**src/rtl/baud_gen.sv**
```systemverilog
// Baud-rate tick generator: fractional-divisor oversample tick plus bit and
// mid-bit ticks derived from a sample counter, with a double-buffered divisor.
module baud_gen #(
  parameter int unsigned CLOCK       = 100_000_000,
  parameter int unsigned BAUD_RATE   = 115200,
  parameter int unsigned OVERSAMPLE  = 16,
  parameter int unsigned DIV_W       = 16,
  parameter int unsigned FRAC_W      = 4,
  parameter logic [DIV_W+FRAC_W-1:0] DEFAULT_DIV = (DIV_W+FRAC_W)'(
    (64'(CLOCK) * (64'(1) << FRAC_W) * 64'd2 + 64'(BAUD_RATE) * 64'(OVERSAMPLE))
    / (64'(BAUD_RATE) * 64'(OVERSAMPLE) * 64'd2))
) (
  input  logic                    clk_i,
  input  logic                    rst_i,
  input  logic                    en_i,
  input  logic                    clear_i,
  input  logic [DIV_W+FRAC_W-1:0] div_i,
  input  logic                    div_load_i,
  output logic                    tick_o,
  output logic                    bit_tick_o,
  output logic                    mid_tick_o,
  output logic                    div_pending_o
);

  localparam int unsigned DW = DIV_W + FRAC_W;
  localparam logic [3:0] S_LAST = 4'(OVERSAMPLE - 1);
  localparam logic [3:0] S_MID  = (OVERSAMPLE < 2) ? 4'd0 : 4'(OVERSAMPLE / 2 - 1);

  logic [DW-1:0]     div_act;
  logic [DW-1:0]     div_pend;
  logic              pend;
  logic [DIV_W-1:0]  cnt;
  logic [FRAC_W-1:0] acc;
  logic [3:0]        scnt;

  logic [DIV_W-1:0]  div_int;
  logic [DIV_W-1:0]  int_c;
  logic [FRAC_W-1:0] div_frac;
  logic [FRAC_W:0]   acc_sum;
  logic              ext;
  logic [DIV_W-1:0]  period_m1;
  logic              at_end;
  logic              tick;
  logic              xfer;

  // ext is derived from acc and div_act, both of which only change at a period
  // boundary while counting, so it equals the value captured at period start.
  // The >= compare keeps the counter bounded if the divisor shrinks while disabled.
  always_comb begin
    div_int   = div_act[DW-1:FRAC_W];
    div_frac  = div_act[FRAC_W-1:0];
    int_c     = (div_int < DIV_W'(2)) ? DIV_W'(2) : div_int;
    acc_sum   = {1'b0, acc} + {1'b0, div_frac};
    ext       = acc_sum[FRAC_W];
    period_m1 = int_c - DIV_W'(1) + DIV_W'(ext);
    at_end    = (cnt >= period_m1);
    tick      = en_i & ~clear_i & ~rst_i & at_end;
    xfer      = pend & (tick | ~en_i | clear_i);
  end

  assign tick_o        = tick;
  assign bit_tick_o    = tick & (scnt == S_LAST);
  assign mid_tick_o    = tick & (scnt == S_MID);
  assign div_pending_o = pend;

  always_ff @(posedge clk_i) begin
    if (rst_i) begin
      div_act  <= DEFAULT_DIV;
      div_pend <= '0;
      pend     <= 1'b0;
      cnt      <= '0;
      acc      <= '0;
      scnt     <= '0;
    end else begin
      if (xfer) div_act <= div_pend;
      // A load coinciding with a transfer stays pending for the next boundary.
      if (div_load_i) begin
        div_pend <= div_i;
        pend     <= 1'b1;
      end else if (xfer) begin
        pend <= 1'b0;
      end

      if (clear_i) begin
        cnt  <= '0;
        acc  <= '0;
        scnt <= '0;
      end else if (en_i) begin
        if (tick) begin
          cnt  <= '0;
          acc  <= acc_sum[FRAC_W-1:0];
          scnt <= (scnt == S_LAST) ? 4'd0 : scnt + 4'd1;
        end else begin
          cnt <= cnt + DIV_W'(1);
        end
      end
    end
  end

endmodule

```
**config.mk**
```make
export PLATFORM = sky130hd
export DESIGN_NAME = baud_gen
export DESIGN_NICKNAME = d
export VERILOG_FILES = /design/src/rtl/baud_gen.sv
export SDC_FILE = /design/constraint.sdc
export NUM_CORES = 1
export LEC_CHECK = 0
export ABC_AREA = 1
export BUFFER_PORTS_ARGS = -buffer_cell sky130_fd_sc_hd__buf_2
export CAP_MARGIN = 40
export CORE_ASPECT_RATIO = 2
export CORE_UTILIZATION = 40
export CTS_BUF_LIST = sky130_fd_sc_hd__clkbuf_8
export DETAILED_ROUTE_END_ITERATION = 8
export PLACE_DENSITY = 0.61
export REMOVE_ABC_BUFFERS = 1
export SLEW_MARGIN = 30
export SYNTH_ARGS = -nofsm -noshare
export SYNTH_HDL_FRONTEND = slang
export SYNTH_SLANG_ARGS = --single-unit
```
**constraint.sdc**
```tcl
create_clock -name clk_i -period 3.8 [get_ports clk_i]
set_clock_uncertainty 0.2 [all_clocks]
set_input_delay 0 -clock clk_i [delete_from_list [all_inputs] [get_ports clk_i]]
set_output_delay 0 -clock clk_i [all_outputs]
set_load 0.005 [all_outputs]
```
# ---- Yosys cells after proc, flatten, opt, wreduce, memory -nomap -nowiden
# Index checks and enable logic that the tools add are counted.
dict set report totals {
  ramBits 0
  wordCells 34
  latch_bits 0
  output_inout_bits 4
  mem_bits_ro 0
  regBits 65
  mem_count 0
}
dict set report classes {
  mul 0
  n_eq_ne 2
  reduce_logical 3
  mux 5
  n_bitwise 11
  shift 0
  n_lt_le_gt_ge 2
  n_addsub 5
  div 0
}
# op count
set ops {}
lappend ops {{$mux 16} 2}
lappend ops {{$add 16x1->16} 1}
lappend ops {{$add 16x1->16 const B} 1}
lappend ops {{$ge 16x16->1} 1}
lappend ops {{$lt 16x2->1 const B} 1}
lappend ops {{$sub 16x1->16 const B} 1}
lappend ops {{$and 1x1->1} 6}
lappend ops {{$add 4x4->5} 1}
lappend ops {{$add 4x1->4 const B} 1}
lappend ops {{$eq 4x3->1 const B} 1}
lappend ops {{$eq 4x4->1 const B} 1}
lappend ops {{$mux 4} 1}
lappend ops {{$not 1->1} 3}
lappend ops {{$mux 1} 2}
lappend ops {{$or 1x1->1} 2}
lappend ops {{$reduce_and 2->1} 1}
lappend ops {{$reduce_bool 2->1} 1}
lappend ops {{$reduce_or 2->1} 1}

# ---- Logic depth before layout (Yosys ltp)
dict set report logic_depth {
  depth_word 11
  ltp_mapped 25
  ltp_nobuf 24
}

# ---- Least setup slack after synthesis
# Ideal clock, no wire load.
dict set report synth_timing {
  path_kind {register -> register}
  start {register div_act[0]}
  end {register div_act[10]}
  path_stages_with_launch 23
  setup_slack_ns 0.357
  arrival_time_ns 3.128
  synth_period_minus_slack_ns 3.443
  t_required_ns 3.485
  cell_sequence {dfxtp_1 > ha_1 > inv_1 > fa_1 > o21ai_0 > a21oi_1 > ha_1 > ha_1 > nand2_1 > nor2_1 > nand4_1 > xnor2_1 > inv_1 > ha_1 > nand2_1 > o21ai_0 > a21oi_1 > nand2_1 > nand2_2 > nand3_4 > buf_4 > a21oi_1 > nor2_1}
}
dict set report synth_between {
  elab_chain_len 7
}
# item line_no
set synth_lines {}
lappend synth_lines {{start: declaration} 29} ;# logic [DW-1:0] div_act;
lappend synth_lines {{start signal: assignment} 75} ;# if (xfer) div_act <= div_pend;
lappend synth_lines {{$add 4x4->5} 53} ;# acc_sum = {1'b0, acc} + {1'b0, div_frac};
lappend synth_lines {{$add 16x1->16} 55} ;# period_m1 = int_c - DIV_W'(1) + DIV_W'(ext);
lappend synth_lines {{$ge 16x16->1} 56} ;# at_end = (cnt >= period_m1);
lappend synth_lines {{$and 1x1->1} 57} ;# tick = en_i & ~clear_i & ~rst_i & at_end;
lappend synth_lines {{$or 1x1->1 (2 in series)} 58} ;# xfer = pend & (tick | ~en_i | clear_i);
lappend synth_lines {{$and 1x1->1} 58}
# No other way between the ends.
# A chain may end at the register's enable or synchronous reset.

# ---- Worst setup path after layout
dict set report layout_timing {
  start {register acc[0]}
  end {register div_act[9]}
}
dict set report layout_between {
  elab_chain_len 7
}
# item line_no
set layout_lines {}
lappend layout_lines {{start: declaration} 33} ;# logic [FRAC_W-1:0] acc;
lappend layout_lines {{start signal: assignment} 91} ;# acc <= acc_sum[FRAC_W-1:0];
lappend layout_lines {{$add 4x4->5} 53}
lappend layout_lines {{$add 16x1->16} 55}
lappend layout_lines {{$ge 16x16->1} 56}
lappend layout_lines {{$and 1x1->1} 57}
lappend layout_lines {{$or 1x1->1 (2 in series)} 58}
lappend layout_lines {{$and 1x1->1} 58}
# No other way between the ends.

==> results.toml <==
[outcome]
status = "completed"

[clocking]
clock_path_buffers = 2
clk_pin_slew_ns = 0.07
cts.sinks = 65
clock_latency_ns = 0.35
cts_tree = "yes"
htree_levels = 3
cts-root-buf = "clkbuf_8"
cts_buffers = 9

[pwr]
ir_drop_uv = 315
power_frac_clock = 0.378
combPwrFrac = 0.154
leakage_uw = 0.00203
power_switching_uw = 420
cellPowerDensity_nw_per_um2 = 337
power_frac_seq = 0.468
p_int_uw = 1140
p_sw_frac = 0.269
power_uw = 1560

[critical_path]
critPathMaxFanout = 7
critPathSlowestCell = "dfxtp_2"
worstPathArrival_ns = 3.69
critPathKind = "reg -> reg"
startpoint_type = "flop"
end_kind = "flop"
cp_slowest_stage_delay_ns = 0.36
critPathMostFrequentCell = "nand2_1"
path_buf_inv = 6
cp_top_family = "adder cells"
cp.required_ns = 3.81

[run]
max_cap_violations = 0

[placement]
gp_congestion = 0.898
pre_cts_slack_ns = -0.0732
portBuffers = 28
place_hpwl_mm = 5.34

[global_route]
grt_max_degree = 37
antenna_found_initial = 0
gr-total-overflow = 0
grt_pass1_vias = 3044
grt_pass1_wl_mm = 13.2
track_usage = 0.193

[sta]
slew_headroom = 0.626
fmax_mhz = 272
rsz0062_at_grt = "yes"
fin_crit_sh = 0.968
hold_violations = 0
layout_setup_ws_ns = 0.122
finalSetupViolations = 0
tightest_slew_ns = 0.561
fin_crit_ns = 3.68
slew_violations = 0

[synthesis]
synth.distinct_cells = 31
synth.area.top_cells = "dfxtp_1 38%, ha_1 8.7%, nand2_1 7.3%"
synth.cell_area_sq_um = 3450
yosysWarnings = 0
ys_ff_latch = 65
synth_top_area_cell = "dfxtp_1"
seq_area_frac_synth = 0.377
avgSynthCellArea_sq_um = 7.37
synthCells = 468
synth_top_area_frac = 0.377

[floorplanning]
initial_core_util = 0.416
die_w_microns = 67.7
die_area_sq_um = 9020
rows = 47
coreArea_sq_um = 8290
fp.dieH_microns = 133
io_pins = 29

[routing]
drc = 0
ant_nets = 0
wl_mm = 7.92
dr.pass1.iters = 4
via_per_inst = 4.89
wire_per_inst_microns = 12.1
drt-initial-drc-count = 111
via_count = 3191

[finish]
layout-drive-gt1-share = 0.231
area_growth_syn_to_layout_pct = 34.6
layout_common_cells = "62 x dfxtp_1, 59 x nor2_1, 59 x nand2_1"
diodes = 0
fin_nets = 600
final_util = 0.560
layout_commonest_cell = "dfxtp_1"

[worst_hold_path]
min_path_type = "in -> reg"
==> state kept, by name, indices dropped and copies added, names as in the netlist <==
signal         count
scnt               4
div_act           20
cnt               16
div_pend          20
acc                4
div_pending_o      1
==> power by group through the flow <==
stage	Combinational, uW	Clock, uW	Sequential (uW)
floorplan	116	0	747
global placement	179	0	745
detailed placement	184	0	745
CTS	218	602	730
global route	269	639	735
finish	240	591	731
==> cells in the mapped netlist (all sizes together) <==
cell	number
nand4	7
dfxtp	65
fa	1
nor3b	3
inv	52
o21ai	33
a21oi	48
buf	9
xor2	13
nand2	70
clkbuf	8
nor3	8
ha	24
xnor2	11
nand3	40
nor4	1
clkinv	2
or2	2
nor2	69
a21o	2
==> metal layers <==
layer,GRT usage,vias up,share of wire
li1,-,1685,-
met1,0.199,1455,0.39
met2,0.336,36,0.56
met3,0.0539,15,0.021
met4,0.0981,0,0.031
met5,0,-,0
==> worst min-delay path: cells and delay by family <==
family	cells	cell delay [ns]
buffers and inverters	2	0.66
AO/OA/AOI/OAI	1	0.05
==> stage by stage <==
step	instance area, sq um	setup TNS [ns]	hold WS (ns)	std cells
after floorplan	3360	0	-0.131	451
after global placement	3780	0	0.0201	595
after detailed placement	3800	-0.218	0.0294	596
after CTS	4430	0	0.197	646
after global routing	4640	-1.80	0.204	653
final	4640	0	0.197	653
==> path summary, 6_finish.rpt <==
kind	slack [ns]	end	cells after the start	from
min	0.20	div_pending_o	3	rst_i
max	0.12	div_act[9]	26	acc[0]
min reg2reg	0.25	div_pend[7]	2	div_pend[7]
max reg2reg	0.12	div_act[9]	26	acc[0]
==> final cells by class <==
class | count | area [sq um]
Clock buffer | 10 | 138
Timing Repair Buffer | 88 | 766
Inverter | 54 | 210
Tap cell | 98 | 123
Multi-Input combinational cell | 332 | 2040
Sequential cell | 65 | 1310
Clock inverter | 6 | 58.8
Fill cell | 778 | 3650
==> logic make-up (layout without fill, tap and decap cells) <==
| logic type | count (synthesis) | count (layout) | synth area share |
|---|---|---|---|
| AND/OR/NAND/NOR | 200 | 200 | 0.262 |
| AO/OA/AOI/OAI | 83 | 83 | 0.122 |
| buffers and inverters | 71 | 158 | 0.0852 |
| flip-flops | 65 | 65 | 0.377 |
| adder cells (fa/ha/maj) | 25 | 25 | 0.0928 |
| XOR/XNOR | 24 | 24 | 0.0609 |
==> repair_timing <==
action,in CTS,in global routing
setup endpoints to repair,24,28
hold buffers,28,1
cloned,0,3
setup buffers,6,2
endpoints found under the hold margin,45,4
pin swaps,17,22
gates resized for setup,33,24
No activity file was read; power rests on OpenSTA's default activity.
